**src/rtl/uart_frame_rx.sv**
```systemverilog
// uart_frame_rx: extracts HDR0 HDR1 LEN payload [CHK] frames from a UART byte stream.
// Build option UART_FRAME_CHKSUM_EN adds a trailing mod-256 checksum byte (LEN + payload).
module uart_frame_rx #(
  parameter int unsigned CLK_FREQ = 50000000,
  parameter int unsigned UART_BPS = 115200,
  parameter logic [7:0]  HDR0     = 8'h55,
  parameter logic [7:0]  HDR1     = 8'hAA,
  parameter int unsigned MAX_LEN  = 16,
  parameter int unsigned TO_BYTES = 4
) (
  input  logic       clk,
  input  logic       rst,
  input  logic       uart_rx_done,
  input  logic [7:0] uart_data,
  output logic       pay_valid,
  output logic [7:0] pay_data,
  output logic [7:0] pay_idx,
  output logic [7:0] frame_len,
  output logic       frame_done,
  output logic       frame_err,
  output logic [1:0] err_code
);

  typedef enum logic [2:0] {S_IDLE, S_H1, S_LEN, S_PAY, S_CHK} state_t;

  // Inter-byte timeout in clocks; 64-bit math keeps TO_BYTES*10*CLK_FREQ from overflowing.
  localparam longint unsigned TO_LIMIT =
    (64'(TO_BYTES) * 64'd10 * 64'(CLK_FREQ)) / 64'(UART_BPS);
  localparam int unsigned     TO_W     = $clog2(TO_LIMIT + 64'd1);
  localparam logic [TO_W-1:0] TO_LAST  = TO_W'(TO_LIMIT - 64'd1);

  localparam logic [7:0] MAX_LEN_B = 8'(MAX_LEN);
  localparam logic [1:0] ERR_LEN   = 2'd1;
  localparam logic [1:0] ERR_TO    = 2'd3;
`ifdef UART_FRAME_CHKSUM_EN
  localparam logic [1:0] ERR_CHK   = 2'd2;
  logic [7:0] acc;
`endif

  state_t          state;
  logic [7:0]      pay_cnt;
  logic [TO_W-1:0] to_cnt;

  always_ff @(posedge clk) begin
    if (rst) begin
      state      <= S_IDLE;
      pay_valid  <= 1'b0;
      frame_done <= 1'b0;
      frame_err  <= 1'b0;
      pay_data   <= '0;
      pay_idx    <= '0;
      frame_len  <= '0;
      err_code   <= '0;
      pay_cnt    <= '0;
      to_cnt     <= '0;
`ifdef UART_FRAME_CHKSUM_EN
      acc        <= '0;
`endif
    end else begin
      // NOTE: strobes default low each cycle; later non-blocking writes in this block win.
      pay_valid  <= 1'b0;
      frame_done <= 1'b0;
      frame_err  <= 1'b0;
      if (uart_rx_done) begin
        to_cnt <= '0;
        case (state)
          S_IDLE: if (uart_data == HDR0) state <= S_H1;
          S_H1: begin
            if (uart_data == HDR1)      state <= S_LEN;
            else if (uart_data != HDR0) state <= S_IDLE;
          end
          S_LEN: begin
            if (uart_data == 8'd0 || uart_data > MAX_LEN_B) begin
              frame_err <= 1'b1;
              err_code  <= ERR_LEN;
              state     <= S_IDLE;
            end else begin
              frame_len <= uart_data;
              pay_cnt   <= '0;
`ifdef UART_FRAME_CHKSUM_EN
              acc       <= uart_data;
`endif
              state     <= S_PAY;
            end
          end
          S_PAY: begin
            pay_valid <= 1'b1;
            pay_data  <= uart_data;
            pay_idx   <= pay_cnt;
            pay_cnt   <= pay_cnt + 8'd1;
`ifdef UART_FRAME_CHKSUM_EN
            acc       <= acc + uart_data;
            if (pay_cnt == frame_len - 8'd1) state <= S_CHK;
`else
            if (pay_cnt == frame_len - 8'd1) begin
              frame_done <= 1'b1;
              state      <= S_IDLE;
            end
`endif
          end
`ifdef UART_FRAME_CHKSUM_EN
          S_CHK: begin
            if (uart_data == acc) begin
              frame_done <= 1'b1;
            end else begin
              frame_err <= 1'b1;
              err_code  <= ERR_CHK;
            end
            state <= S_IDLE;
          end
`endif
          default: state <= S_IDLE;
        endcase
      end else if (state != S_IDLE) begin
        // A byte arriving in the expiry cycle takes the branch above instead.
        if (to_cnt == TO_LAST) begin
          frame_err <= 1'b1;
          err_code  <= ERR_TO;
          state     <= S_IDLE;
          to_cnt    <= '0;
        end else begin
          to_cnt <= to_cnt + 1'b1;
        end
      end
    end
  end

endmodule

```
**config.mk**
```make
export PLATFORM = sky130hd
export DESIGN_NAME = uart_frame_rx
export DESIGN_NICKNAME = d
export VERILOG_FILES = /design/src/rtl/uart_frame_rx.sv
export SDC_FILE = /design/constraint.sdc
export NUM_CORES = 1
export LEC_CHECK = 0
export CORE_MARGIN = 5
export CORE_UTILIZATION = 35
export DETAILED_ROUTE_END_ITERATION = 6
export PLACE_DENSITY_LB_ADDON = 0.15
export SLEW_MARGIN = 10
export SYNTH_ARGS = -nofsm -noshare
export SYNTH_HDL_FRONTEND = slang
export SYNTH_SLANG_ARGS = --single-unit
```
**constraint.sdc**
```tcl
create_clock -name clk -period 2.7 [get_ports clk]
set_clock_uncertainty 0.15 [all_clocks]
set_input_delay 0.81 -clock clk [delete_from_list [all_inputs] [get_ports clk]]
set_output_delay 0.81 -clock clk [all_outputs]
set_load 0.1 [all_outputs]
```
# After elaboration in Yosys (flattened, before gate mapping)

Cells that the tools add are included.

Add/sub/neg operators: 3
$mul: 0
Div/mod/pow operators: 0
Order comparisons: 1
Eq/ne operators: 14
Shift operators: 0
Multiplexer cells: 24
Bitwise operators: 3
Reduce and logical (&&, ||, !) cells: 15

Operators by type and width:

| cell                  | number |
|---|---|
| $mux 3                | 7 |
| $pmux 8 s2            | 1 |
| $add 15x1->15 const B | 1 |
| $eq 15x15->1 const B  | 1 |
| $mux 15               | 1 |
| $mux 2                | 6 |
| $pmux 3 s4            | 1 |
| $add 8x1->8 const B   | 1 |
| $eq 8x7->1 const B    | 1 |
| $eq 8x8->1            | 1 |
| $eq 8x8->1 const B    | 1 |
| $gt 8x5->1 const B    | 1 |
| $logic_not 8->1       | 1 |
| $mux 8                | 1 |
| $ne 8x7->1 const B    | 1 |
| $sub 8x1->8 const B   | 1 |
| $mux 1                | 7 |
| $eq 3x2->1 const B    | 2 |
| $ne 3x3->1 const B    | 2 |
| $reduce_and 3->1      | 2 |
| $reduce_bool 2->1     | 3 |
| $reduce_and 5->1      | 1 |
| $ne 2x1->1 const B    | 2 |
| $ne 4x4->1 const B    | 1 |
| other kinds (10)      | 13 |

Flip-flop bits (word level): 55
Bits in latches: 0
RAM bits: 0
Memory bits (read-only): 0
Logic and storage cells: 70
Memories: 0

# Logic depth before layout (Yosys ltp)

Gate-level depths: netlist (run 1).

Depth in word-level cells: 5
Mapped depth: 9
Mapped depth without buffers: 8

# Worst setup path after synthesis (run 1)

OpenSTA, ideal clock, no wires.

Kind: register to register
Start: reg frame_len[0]
End: reg state[0]
Setup time: 134 ps
Data arrival time: 2588 ps
Required time: 2416 ps
Slack: -172 ps
Stages on the path, launching flop included: 9
Path through: dfxtp_1 > inv_1 > ha_1 > buf_2 > xnor2_1 > a2111o_1 > a2111o_1 > o21ai_2 > a31oi_1

Word-level cells in the longest chain between the ends: 4

RTL lines:

| item                              | RTL line | source |
|---|---|---|
| from (decl)                       | 18       | `output logic [7:0] frame_len,` |
| from (signal assigned)            | 78       | `frame_len <= uart_data;` |
| $sub 8x1->8                       | 95       | `if (pay_cnt == frame_len - 8'd1) begin` |
| $eq 8x8->1                        | 95       |  |
| $ne 3x3->1 (no source line)       | n/a      |  |
| $reduce_and 5->1 (no source line) | n/a      |  |
| to (signal assigned)              | 97       | `state <= S_IDLE;` |
| to (signal assigned)              | 112      | `default: state <= S_IDLE;` |
| to (signal assigned)              | 119      | `state <= S_IDLE;` |
| to (decl)                         | 40       | `state_t state;` |

Every way passes these cells.
A chain may end at the register's enable or synchronous reset.

# Worst setup path after layout (run 1)

Start: in uart_data[1]
End: reg pay_cnt[7]

Word-level cells in the longest chain between the ends: 4

RTL lines:

| item                                          | RTL line | source |
|---|---|---|
| from (decl)                                   | 14       | `input logic [7:0] uart_data,` |
| $gt 8x5->1 or $logic_not 8->1 (tied branches) | 73       | `if (uart_data == 8'd0 \|\| uart_data > MAX_LEN_B) begin` |
| $logic_or 1x1->1 (*)                          | 73       |  |
| $ne 2x2->1 (no source line) (*)               | n/a      |  |
| $reduce_and 3->1 (no source line) (*)         | n/a      |  |
| to (signal assigned)                          | 90       | `pay_cnt <= pay_cnt + 8'd1;` |
| to (decl)                                     | 41       | `logic [7:0] pay_cnt;` |

Mark *: on every way between the ends. The rest lies on a longest branch, timed or not.

==> impl_metrics.yaml, run 1 <==
status:
  status: "completed"
synth:
  synth-main-ff-cell: "dfxtp_1"
  ys_seq_area_share_pct: 43.6
  yosys-top-cells-area: "dfxtp_1, nand2_1, xnor2_1, nor2_1, a21oi_1"
  yosys.area.top_type: "dfxtp_1"
  syn_inst: 293
  synth-edff-count: 0
  synth-async-reset-ratio_pct: 0
  yosysUniqueCellTypes: 42
  yosysMostFrequentCell: "dfxtp_1"
  synth_common_cells: "dfxtp_1, nand2_1, nor2_1"
  syn-num-nets: 308
  syn_area_um2: 2480
  synth.top_cell.area_share_pct: 43.6
  synth_seq_cells: 54
  ys_warn_count: 0
  syn_avg_cell_area_um2: 8.46
worst_setup_path:
  r2r-start: "frame_len[0]"
  crit_path_start_kind: "input port"
  worst_setup_path_end_kind: "flop"
  cp.required_ns: 2.76
  cp.arrival_ns: 2.52
  cp_max_fo: 6
  r2r-end: "state[1]"
  reg2reg_depth: 7
  rrSetupSlack_ns: 0.46
  path_class: "input port to flop"
clock_network:
  cts_root_buf: "clkbuf_8"
  insertion_delay_ns: 0.31
  cts-buffers-inserted: 5
  cts.clk_slew.worst_paths_ns: 0.11
  cts_resized: 0
  ctsHoldBuffers: 0
  cts_tree: "built"
  clockBufferDepth: 2
  post-cts-setup-buffers: 0
  cts_num_sinks: 54
  h-tree-depth: 2
job:
  drv_cap: 0
power:
  p_leak_nw: 1.18
  vdd_drop_max_mv: 0.243
  p_total_mw: 1.40
  powerDensity_nw_per_um2: 450
detailed_routing:
  wl_per_cell_um: 12.8
  drtIter0Drc: 101
  vias: 2135
  drc_errors: 0
  drtAntennaViolNets: 0
  routed_wl_mm: 5.63
  first_pass_iters: 4
  vias_per_cell: 4.85
cells_and_area:
  nets: 358
  stdcell_count: 440
  layout-drive-gt1-share_pct: 18.9
  n_antenna_cell: 0
  postLayoutCellArea_um2: 3100
  n_fill_cell: 721
  area_growth_pct: 25.2
die:
  io_pins: 40
  initial_core_util_pct: 36.3
  die_x_um: 94.1
  coreArea_um2: 6830
  num_rows: 30
  die_y_um: 94.1
  dieArea_um2: 8860
timing:
  setup_viol: 0
  fin_crit_sh_pct: 91.1
  fmax_mhz: 407
  tightest_slew_ns: 0.513
  finalHoldViolCount: 0
  period_needed_ns: 2.46
  maxSlewHeadroom_pct: 65.7
  slew_violations: 0
  whs_ns: 0.312
  tns_ns: 0
  rsz0062_at_grt: "no"
placed_design:
  dpl_cell_area_um2: 2990
  gp_congestion: 0.857
  port-buffer-count: 39
  dp_cells: 432
  dpl.hpwl_mm: 4.28
global_route:
  grt_pass1_wl_mm: 9.62
  grt_usage_pct: 13.5
  grt_pass1_vias: 1981
  antenna_found_initial: 0
  overflow: 0
  grt_max_degree: 20
worst_hold_path:
  hold_end: "err_code[0]"
  hp-class: "flop to flop"
  hp-start: "err_code[0]"
  whs_path_depth: 2
-- critical path, stage by stage --
cell and delay (ns):
clkdlybuf4s50_1 0.44, nor4_2 0.36, xnor2_2 0.17, a31oi_2 0.19, nor4_1 0.34, xnor2_1 0.16
nor2_1 0.05
-- layer usage --
metal / share of wire [%] / vias up / GRT usage, %
li1: - / 1097 / -
met1: 51 / 979 / 18.8
met2: 43 / 50 / 20.3
met3: 4.5 / 9 / 3.53
met4: 1.4 / 0 / 4.09
met5: 0 / - / 0
-- per-stage QoR --
step / utilization, % / worst slack [ns]
floorplan: - / 0.192
global placement: 43.8 / -0.0909
detailed placement: 43.8 / -0.117
CTS: 45.4 / 0.224
global route: 45.4 / 0.138
finish: 45.4 / 0.240
-- state kept, by name, summed over array words and instances, names as in the netlist --
register,count
pay_idx,8
to_cnt,15
pay_data,8
frame_err,1
state,2
pay_valid,1
err_code,2
frame_len,8
frame_done,1
pay_cnt,8
-- cell type report --
class                      count  area, um2  area share (%)
clock buffer                   6       72.6            2.34
clock inverter                 2       37.5            1.21
inverter                       9       33.8            1.09
multi-input combinational    217       1310            42.2
sequential                    54       1080            34.9
tap                           96        120            3.87
timing repair buffer          56        445            14.4
-- kinds of logic (layout without fill, tap and decap cells) --
| logic type | Yosys count | in the layout | synth area share (%) |
|---|---|---|---|
| compound gates | 45 | 45 | 11.2 |
| mux | 5 | 5 | 2.02 |
| simple gates | 133 | 133 | 26.7 |
| fa+ha+maj | 4 | 4 | 2.02 |
| flops | 54 | 54 | 43.6 |
| xor+xnor | 30 | 30 | 10.9 |
| buf+inv | 22 | 73 | 3.54 |
-- cell usage in the layout, fill, tap and decap left out, types with 9 or more instances in the layout --
master	Yosys	routed
a21oi_1	25	25
buf_4	0	46
clkdlybuf4s50_1	0	10
dfxtp_1	54	52
inv_1	9	9
nand2_1	46	46
nor2_1	39	39
xnor2_1	19	19
xor2_1	10	10
-- power by group --
group,internal (mW),switching (mW),leakage (nW)
clock network,0.277,0.264,0.0514
logic,0.0283,0.0309,0.698
registers,0.796,0.0000661,0.436
total,1.10,0.295,1.18
-- worst max path at each step --
stage | to | cells after the start | startpoint
6_report | pay_cnt[7] | 7 | uart_data[1]
5_1_grt | pay_cnt[7] | 7 | uart_data[1]
2_1_floorplan | state[0] | 8 | frame_len[0]
3_3_place_gp | pay_cnt[6] | 7 | uart_data[1]
3_5_place_dp | pay_cnt[7] | 7 | uart_data[1]
4_1_cts | pay_cnt[7] | 7 | uart_data[1]
Power figures use the tool's default switching activity.
==> run 2: changes to the inputs <==
Settings changed: CAP_MARGIN from default to 5, GPL_ROUTABILITY_DRIVEN from default to 1.
==> results of run 2 <==
Same layout as run 1: the final DEF is identical, and so are final timing and power.
